==> src/rtl/alu_seq_muldiv.sv <==
// ---------------------------------------------------------------------------------------------
// alu_seq_muldiv: multi-cycle ALU with iterative multiply / divide behind valid/ready handshakes.
//
// Base ops (ADD..SLTU) and illegal codes finish on the accept edge. Multiply, divide and
// remainder ops run XLEN shift-add / restoring-division iterations, then take one correction
// cycle. Result and Zero are registered and held until the consumer takes them.
//
// Ports:
//   clk        clock, all state changes on the rising edge
//   rst        synchronous active-high reset
//   in_valid   request valid
//   in_ready   request can be accepted (IDLE only)
//   A, B       operands, captured on accept
//   ALUOp      operation code, captured on accept
//   out_valid  Result/Zero valid, held until out_ready
//   out_ready  consumer takes the result
//   Result     registered result
//   Zero       registered (Result == 0)
//   Busy       long op in progress (CALC or FIX)
// ---------------------------------------------------------------------------------------------
module alu_seq_muldiv #(
    parameter  int unsigned XLEN = 32,
    localparam int unsigned SHW  = $clog2(XLEN)
) (
    input  logic            clk,
    input  logic            rst,
    input  logic            in_valid,
    output logic            in_ready,
    input  logic [XLEN-1:0] A,
    input  logic [XLEN-1:0] B,
    input  logic [4:0]      ALUOp,
    output logic            out_valid,
    input  logic            out_ready,
    output logic [XLEN-1:0] Result,
    output logic            Zero,
    output logic            Busy
);

    localparam logic [4:0] OpAdd    = 5'd0;
    localparam logic [4:0] OpSub    = 5'd1;
    localparam logic [4:0] OpAnd    = 5'd2;
    localparam logic [4:0] OpOr     = 5'd3;
    localparam logic [4:0] OpXor    = 5'd4;
    localparam logic [4:0] OpSll    = 5'd5;
    localparam logic [4:0] OpSrl    = 5'd6;
    localparam logic [4:0] OpSra    = 5'd7;
    localparam logic [4:0] OpSlt    = 5'd8;
    localparam logic [4:0] OpSltu   = 5'd9;
    localparam logic [4:0] OpMul    = 5'd10;
    localparam logic [4:0] OpMulh   = 5'd11;
    localparam logic [4:0] OpMulhsu = 5'd12;
    localparam logic [4:0] OpMulhu  = 5'd13;
    localparam logic [4:0] OpDiv    = 5'd14;
    localparam logic [4:0] OpDivu   = 5'd15;
    localparam logic [4:0] OpRem    = 5'd16;
    localparam logic [4:0] OpRemu   = 5'd17;

    localparam logic [XLEN-1:0] MinNeg  = {1'b1, {(XLEN-1){1'b0}}};
    localparam logic [SHW-1:0]  LastCnt = SHW'(XLEN - 1);

    typedef enum logic [1:0] {StIdle, StCalc, StFix, StDone} state_e;

    state_e            state_q;
    logic [4:0]        op_q;
    logic [SHW-1:0]    cnt_q;
    // hi_q: product high half / partial remainder; lo_q: multiplier / quotient being built
    logic [XLEN-1:0]   hi_q;
    logic [XLEN-1:0]   lo_q;
    // dv_q: multiplicand or divisor magnitude
    logic [XLEN-1:0]   dv_q;
    logic [XLEN-1:0]   a_raw_q;
    logic              neg_q;
    logic              div_zero_q;
    logic              ovf_q;

    // ------------------------------------------------------------------
    // Base (single-cycle) operations, evaluated on the live inputs
    // ------------------------------------------------------------------
    logic [SHW-1:0]  shamt;
    logic [XLEN-1:0] base_res;

    assign shamt = B[SHW-1:0];

    always_comb begin
        base_res = '0;
        case (ALUOp)
            OpAdd:   base_res = A + B;
            OpSub:   base_res = A - B;
            OpAnd:   base_res = A & B;
            OpOr:    base_res = A | B;
            OpXor:   base_res = A ^ B;
            OpSll:   base_res = A << shamt;
            OpSrl:   base_res = A >> shamt;
            OpSra:   base_res = $unsigned($signed(A) >>> shamt);
            OpSlt:   base_res = {{(XLEN-1){1'b0}}, $signed(A) < $signed(B)};
            OpSltu:  base_res = {{(XLEN-1){1'b0}}, A < B};
            default: base_res = '0;
        endcase
    end

    // ------------------------------------------------------------------
    // Long-op setup: the iterative core always works on magnitudes
    // ------------------------------------------------------------------
    logic            is_long;
    logic            a_signed;
    logic            b_signed;
    logic            a_neg;
    logic            b_neg;
    logic [XLEN-1:0] a_mag;
    logic [XLEN-1:0] b_mag;
    logic            res_neg;

    always_comb begin
        is_long  = (ALUOp >= OpMul) && (ALUOp <= OpRemu);
        // MUL keeps both operands unsigned: the low half is sign-agnostic
        a_signed = (ALUOp == OpMulh) || (ALUOp == OpMulhsu) || (ALUOp == OpDiv) ||
                   (ALUOp == OpRem);
        b_signed = (ALUOp == OpMulh) || (ALUOp == OpDiv) || (ALUOp == OpRem);
        a_neg    = a_signed & A[XLEN-1];
        b_neg    = b_signed & B[XLEN-1];
        a_mag    = a_neg ? ('0 - A) : A;
        b_mag    = b_neg ? ('0 - B) : B;
        // Remainder takes the dividend's sign; products and quotients take the xor
        res_neg  = (ALUOp == OpRem) ? a_neg : (a_neg ^ b_neg);
    end

    // ------------------------------------------------------------------
    // One iteration step: shift-add multiply or restoring divide
    // ------------------------------------------------------------------
    logic            is_mul_q;
    logic [XLEN:0]   mul_sum;
    logic [XLEN:0]   div_shift;
    logic [XLEN:0]   div_diff;
    logic            div_ge;
    logic [XLEN-1:0] hi_d;
    logic [XLEN-1:0] lo_d;

    always_comb begin
        is_mul_q  = (op_q <= OpMulhu);
        mul_sum   = {1'b0, hi_q} + (lo_q[0] ? {1'b0, dv_q} : {(XLEN+1){1'b0}});
        div_shift = {hi_q, lo_q[XLEN-1]};
        div_diff  = div_shift - {1'b0, dv_q};
        div_ge    = (div_shift >= {1'b0, dv_q});
        if (is_mul_q) begin
            // {carry, hi, lo} >> 1 after the conditional add
            hi_d = mul_sum[XLEN:1];
            lo_d = {mul_sum[0], lo_q[XLEN-1:1]};
        end else begin
            hi_d = div_ge ? div_diff[XLEN-1:0] : div_shift[XLEN-1:0];
            lo_d = {lo_q[XLEN-2:0], div_ge};
        end
    end

    // ------------------------------------------------------------------
    // Final correction: signs and divide special cases
    // ------------------------------------------------------------------
    logic [2*XLEN-1:0] prod_fix;
    logic [XLEN-1:0]   quo_fix;
    logic [XLEN-1:0]   rem_fix;
    logic [XLEN-1:0]   fix_res;

    always_comb begin
        prod_fix = neg_q ? ('0 - {hi_q, lo_q}) : {hi_q, lo_q};
        quo_fix  = neg_q ? ('0 - lo_q) : lo_q;
        rem_fix  = neg_q ? ('0 - hi_q) : hi_q;
        fix_res  = '0;
        case (op_q)
            OpMul:    fix_res = prod_fix[XLEN-1:0];
            OpMulh,
            OpMulhsu,
            OpMulhu:  fix_res = prod_fix[2*XLEN-1:XLEN];
            OpDiv:    fix_res = div_zero_q ? '1 : (ovf_q ? a_raw_q : quo_fix);
            OpDivu:   fix_res = div_zero_q ? '1 : lo_q;
            OpRem:    fix_res = div_zero_q ? a_raw_q : (ovf_q ? '0 : rem_fix);
            OpRemu:   fix_res = div_zero_q ? a_raw_q : hi_q;
            default:  fix_res = '0;
        endcase
    end

    // ------------------------------------------------------------------
    // Control FSM with registered outputs
    // ------------------------------------------------------------------
    always_ff @(posedge clk) begin
        if (rst) begin
            state_q    <= StIdle;
            in_ready   <= 1'b1;
            out_valid  <= 1'b0;
            Busy       <= 1'b0;
            Result     <= '0;
            Zero       <= 1'b1;
            cnt_q      <= '0;
            op_q       <= '0;
            hi_q       <= '0;
            lo_q       <= '0;
            dv_q       <= '0;
            a_raw_q    <= '0;
            neg_q      <= 1'b0;
            div_zero_q <= 1'b0;
            ovf_q      <= 1'b0;
        end else begin
            unique case (state_q)
                StIdle: begin
                    if (in_valid) begin
                        in_ready <= 1'b0;
                        if (is_long) begin
                            op_q       <= ALUOp;
                            hi_q       <= '0;
                            lo_q       <= a_mag;
                            dv_q       <= b_mag;
                            a_raw_q    <= A;
                            neg_q      <= res_neg;
                            div_zero_q <= (B == '0);
                            ovf_q      <= (A == MinNeg) && (B == '1);
                            cnt_q      <= '0;
                            Busy       <= 1'b1;
                            state_q    <= StCalc;
                        end else begin
                            Result    <= base_res;
                            Zero      <= (base_res == '0);
                            out_valid <= 1'b1;
                            state_q   <= StDone;
                        end
                    end
                end
                StCalc: begin
                    hi_q  <= hi_d;
                    lo_q  <= lo_d;
                    // Wraps back to zero on the last iteration
                    cnt_q <= cnt_q + 1'b1;
                    if (cnt_q == LastCnt) begin
                        state_q <= StFix;
                    end
                end
                StFix: begin
                    Result    <= fix_res;
                    Zero      <= (fix_res == '0);
                    Busy      <= 1'b0;
                    out_valid <= 1'b1;
                    state_q   <= StDone;
                end
                StDone: begin
                    if (out_ready) begin
                        out_valid <= 1'b0;
                        in_ready  <= 1'b1;
                        state_q   <= StIdle;
                    end
                end
                default: begin
                    state_q <= StIdle;
                end
            endcase
        end
    end

endmodule

==> config.mk <==
export PLATFORM = sky130hd
export DESIGN_NAME = alu_seq_muldiv
export DESIGN_NICKNAME = d
export VERILOG_FILES = /design/src/rtl/alu_seq_muldiv.sv
export SDC_FILE = /design/constraint.sdc
export NUM_CORES = 2
export LEC_CHECK = 0
export CAP_MARGIN = 5
export CELL_PAD_IN_SITES_DETAIL_PLACEMENT = 2
export CELL_PAD_IN_SITES_GLOBAL_PLACEMENT = 2
export CORE_ASPECT_RATIO = 0.8
export CORE_MARGIN = 2
export CORE_UTILIZATION = 35
export CTS_CLUSTER_DIAMETER = 100
export DETAILED_ROUTE_END_ITERATION = 10
export GPL_ROUTABILITY_DRIVEN = 1
export GPL_TIMING_DRIVEN = 1
export PLACE_DENSITY = 0.79
export SETUP_SLACK_MARGIN = 0.05
export SLEW_MARGIN = 25
export SYNTH_ARGS = -nofsm -noshare
export SYNTH_HDL_FRONTEND = slang
export SYNTH_SLANG_ARGS = --single-unit
==> constraint.sdc <==
create_clock -name clk -period 5.97 [get_ports clk]
set_clock_uncertainty 0.05 [all_clocks]
set_input_delay 0.597 -clock clk [delete_from_list [all_inputs] [get_ports clk]]
set_output_delay 0.597 -clock clk [all_outputs]
set_load 0.01 [all_outputs]
Word level (Yosys, flattened, before mapping):

Index checks and enable logic that the tools add are counted.
W data, S select, Z words.

* output and inout port bits: 36
* word-level logic and storage cells: 144
* flip-flop bits (word level): 179

* bitwise operators: 6
* equal/unequal tests: 32
* shift operators: 3
* reduce and logical (&&, ||, !) cells: 24
* muxes and demuxes: 48
* add/subtract/negate cells: 10
* magnitude comparators: 6

Operator list (number)
* $mux W32: 20
* $pmux W32 S10: 1
* $pmux W32 S2: 3
* $pmux W32 S6: 1
* $sub A1 B32 Y32 const A: 4
* $logic_not A32 Y1: 3
* $eq A32 B32 Y1 const B: 2
* $lt A32 B32 Y1: 2
* $mux W64: 1
* $sub A1 B64 Y64 const A: 1
* $sub A32 B32 Y32: 2
* $eq A5 B4 Y1 const B: 11
* $add A32 B32 Y33: 1
* $ge A33 B32 Y1: 1
* $add A32 B32 Y32: 1
* $and A32 B32 Y32: 1
* $or A32 B32 Y32: 1
* $shl A32 B5 Y32: 1
* $shr A32 B5 Y32: 1
* $sshr A32 B5 Y32: 1
* $xor A32 B32 Y32: 1
* $eq A5 B3 Y1 const B: 4
* $eq A5 B5 Y1 const B: 4
* $reduce_and A3 Y1: 6
* other kinds (26): 55

Depth between registers and ports, before layout:

* depth after elaboration: 9
* mapped depth: 19
* gate-level depth less buffers: 15

Worst setup path after synthesis:

No wires, ideal clock.

* path type: in2reg
* start: input B[1]
* end: register Result[31]
* cell stages on the path: 18
* slack: 1.144 ns
* buffers on the path: 5
* setup time: 0.087 ns
* arrival: 4.689 ns
* path through: buf_2 -> buf_6 -> buf_2 -> buf_2 -> buf_2 -> inv_1 -> ha_1 -> nor2_1 -> o311ai_0 -> a21oi_1 -> o31ai_1 -> a31oi_1 -> a311oi_1 -> nor4b_1 -> mux2_2 -> a22oi_1 -> mux2_2 -> o31ai_1

* word-level cells in the longest chain between the ends: 5

RTL lines
* from (decl): line 30 `input logic [XLEN-1:0] B,`
* $sub A32 B32 Y32, or another cell as far along: line 88 `OpSub: base_res = A - B;`
* $pmux W32 S10 *: line 86 `case (ALUOp)`
* $mux W32 *: line 205 `if (is_long) begin`
* $mux W32 *: line 203 `if (in_valid) begin`
* $pmux W32 S2 *: line 201 `unique case (state_q)`
* to (signal assigned): line 218 `Result <= base_res;`
* to (signal assigned): line 235 `Result <= fix_res;`
* to (decl): line 34 `output logic [XLEN-1:0] Result,`

Mark *: on every way between the ends. The rest lies on a longest branch, timed or not. The select of a mux whose other input is x is not followed.
A chain may end at the register's enable or synchronous reset.

Worst setup path after layout:

* start: input ALUOp[2]
* end: register Zero

* word-level cells in the longest chain between the ends: 6

RTL lines
* from (decl): line 31 `input logic [4:0] ALUOp,`
* $eq A5 B4 Y1, or another cell as far along: line 86
* $pmux W32 S10: line 86
* $logic_not A32 Y1: line 219 `Zero <= (base_res == '0);`
* $mux W1: line 205
* $mux W1: line 203
* $pmux W1 S2: line 201
* to (signal assigned): line 219
* to (signal assigned): line 236 `Zero <= (fix_res == '0);`
* to (decl): line 35 `output logic Zero,`

Parallel ways exist; a longest one is shown, timed or not. The select of a mux whose other input is x is not followed.

==> out/metrics.cfg <==
[clock_network]
clock_latency_ns = 0.48
cts_tree = yes
clock-root-buffer = clkbuf_16
htreeDepth = 4
cts_resized = 0
cts_setup_buffers = 0
clockBufferDepth = 2
cts_made_buffers = 17
path_clk_slew_ns = 0.08
postCtsHoldBufs = 0
numClockSinks = 179

[power]
power.internal_mw = 3.57
p_total_mw = 7.81
vdd_drop_max_uv = 175
clkPwrFrac_pct = 15.9
p_comb_share_pct = 62.7
pwr_density_cell_mw_per_mm2 = 259
seqPwrFrac_pct = 21.4
power.switching_mw = 4.24
p_leak_nw = 11.8
swShare_pct = 54.3

[logic_synthesis]
ys.flop_type = dfxtp_1
seq_area_frac_synth_pct = 13.5
syn_nets = 4052
synth.cell_area_sq_mm = 0.0266
yosysTopAreaCell = dfxtp_1
synth-async-reset-ratio_pct = 0
yosysWarnings = 0
yosysUniqueCellTypes = 89
synth_area_leaders = dfxtp_1, ha_1, nand2_1, a21oi_1, nor2_1
synth_top_area_share_pct = 13.5
synth_edf_count = 0
ys_seq_elements = 179
syn_area_per_cell_sq_um = 6.99
synth_cells = 3800

[routing]
wl_per_cell_um = 34.7
first_pass_iters = 8
postRouteAntennaNets = 0
drt_iter0_drc = 4773
vias = 33600
via_per_inst = 6.92
drc = 0
totalWireLength_mm = 169

[cells_and_area]
nNetsFinal = 4081
seqCellArea_sq_mm = 0.00359
utilization_pct = 40.1
finalNonFillerCells = 4857
nFillCells = 9003
syn2layout_area_growth_pct = 13.5
drive_above_1_share_pct = 11.6
multiInputGateArea_sq_mm = 0.0212

[floorplan]
start_util_pct = 35.3
io_pins = 109
die_x_um = 312
dieArea_sq_mm = 0.0781
rows = 90
dieHeight_um = 250
core_sq_mm = 0.0752

[sta]
period_minus_slack_ns = 5.68
min_period_over_period_pct = 95.1
finalMaxSlewViolations = 0
hold_viol_final = 0
relSlewSlack_pct = 11.9
fmaxAchievable_ghz = 0.176
worst_slew_pin_slew_ns = 1.32
rsz0062_at_grt = no
setup_viol = 0
setup_tns_ns = 0

[global_route]
grt_pass1_vias = 33200
globalRouteOverflowTotal = 0
grt_max_degree = 79
grt_usage_pct = 41.9
antenna_found_initial = 13
grt_pass1_wl_mm = 243

[setup_path]
cp_data_required_time_ns = 6.34
startpoint_type = primary input
cp_max_fo = 11
critPathCaptureType = register
arrival_ns = 6.04
worstSetupPathType = in -> reg

[place]
io_buffers = 108
dp_hpwl_mm = 134
gp_congestion = 1.05
placedCellCount = 4822

[worst_hold_path]
hp-class = reg -> reg

[job]
cap_violations = 0

[outcome]
status = finished clean

[kinds of logic after synthesis]
logic type | share of synthesized area [%]
compound gates | 32.0
xor+xnor | 5.44
fa+ha+maj | 8.55
buf+inv | 7.27
flops | 13.5
mux | 9.42
simple gates | 23.8
[synth_stat cells (20+ instances only)]
library cell / instances
nor2b_1: 28
nor4_1: 46
nor3_1: 95
a21o_1: 83
a221oi_1: 35
o22ai_1: 20
o21bai_1: 21
nor2_1: 379
a22oi_1: 26
a21oi_1: 332
ha_1: 175
clkbuf_1: 291
o31ai_1: 49
a211oi_1: 63
o221ai_1: 30
nand2_1: 469
xor2_1: 50
o211ai_1: 57
mux2i_1: 70
a2111oi_0: 22
nand4_1: 54
inv_1: 159
nand3_1: 71
mux2_2: 36
or4_1: 23
mux4_2: 62
a31oi_1: 39
or3_1: 33
and3_1: 26
a311oi_1: 45
o41ai_1: 20
xnor2_1: 115
o21ai_0: 210
buf_1: 30
and2_1: 21
dfxtp_1: 179
nand2b_1: 32
[flip-flops by register name, indices dropped and copies added (netlist names)]
| name | flops |
|---|---|
| Busy | 1 |
| Result | 32 |
| Zero | 1 |
| a_raw_q | 32 |
| cnt_q | 5 |
| div_zero_q | 1 |
| dv_q | 32 |
| hi_q | 32 |
| in_ready | 1 |
| lo_q | 32 |
| neg_q | 1 |
| op_q | 5 |
| out_valid | 1 |
| ovf_q | 1 |
| state_q | 2 |
[routing by layer]
metal  vias up  GRT usage [%]  part of all wire (%)
li1      14100              -                     -
met1     17200           60.0                    44
met2      1956           57.6                    39
met3       300           15.0                    13
met4        10           13.1                   3.5
met5         -              0                 0.034
[per-stage QoR]
| step | hold WS, ns | instance area, sq um | worst slack, ns |
|---|---|---|---|
| 3_5_place_dp | 0.409 | 29500 | 0.151 |
| 5_1_grt | 0.453 | 30100 | 0.0594 |
| 3_3_place_gp | 0.389 | 29500 | 0.0736 |
| 4_1_cts | 0.417 | 30100 | 0.616 |
| 6_report | 0.413 | 30100 | 0.292 |
| 2_1_floorplan | 0.382 | 26600 | 1.14 |
[worst paths after layout]
path | from | endpoint | slack [ns] | depth (start not counted)
worst max-delay path | ALUOp[2] | Zero | 0.29 | 14
worst min-delay path | Result[8] | Result[8] | 0.41 | 2
worst max register to register | lo_q[20] | Zero | 0.65 | 12
worst min register to register | Result[8] | Result[8] | 0.41 | 2
[worst max-delay path, stage by stage]
cell,delay (ns)
clkdlybuf4s50_1,0.73
buf_4,0.35
nor3b_2,0.23
nand2_1,0.43
nor2_1,0.20
a41oi_1,0.78
o2111a_1,0.53
o2111a_1,0.41
o21ai_0,0.30
nor4_1,0.56
nand4_1,0.18
nor4_1,0.39
buf_4,0.18
a41o_1,0.16
[cell type report]
cell class	count	area share (%)
antenna	3	0.0249
clock buffer	18	1.46
clock inverter	14	0.511
inverter	163	2.03
multi-input combinational	3118	70.2
sequential	179	11.9
tap	1012	4.20
timing repair buffer	350	9.65
[power groups by stage]
stage          sequential [mW]  clock [mW]  combinational [mW]
6_report                  1.67        1.24                4.89
5_1_grt                   1.68        1.30                5.11
4_1_cts                   1.66        1.25                4.69
3_5_place_dp              1.67           0                4.64
3_3_place_gp              1.67           0                4.53
2_1_floorplan             1.51           0                2.87
[cell usage in the layout, fill, tap and decap left out, drive strengths merged, types with 34 or more instances in the layout]
cell type and n:
xnor2 115, nor3 96, mux2i 70, a221oi 36, a311oi 45, mux4 62
nand3 71, dfxtp 179, nand2 469, nor4 47, or3 34, mux2 36
nor2 379, a21oi 332, buf 246, a21o 83, clkdlybuf4s50 104, o31ai 49
ha 175, nand4 54, a211oi 63, o21ai 216, xor2 50, a31oi 39
inv 170, o211ai 57
(Power assumes the default switching activity.)
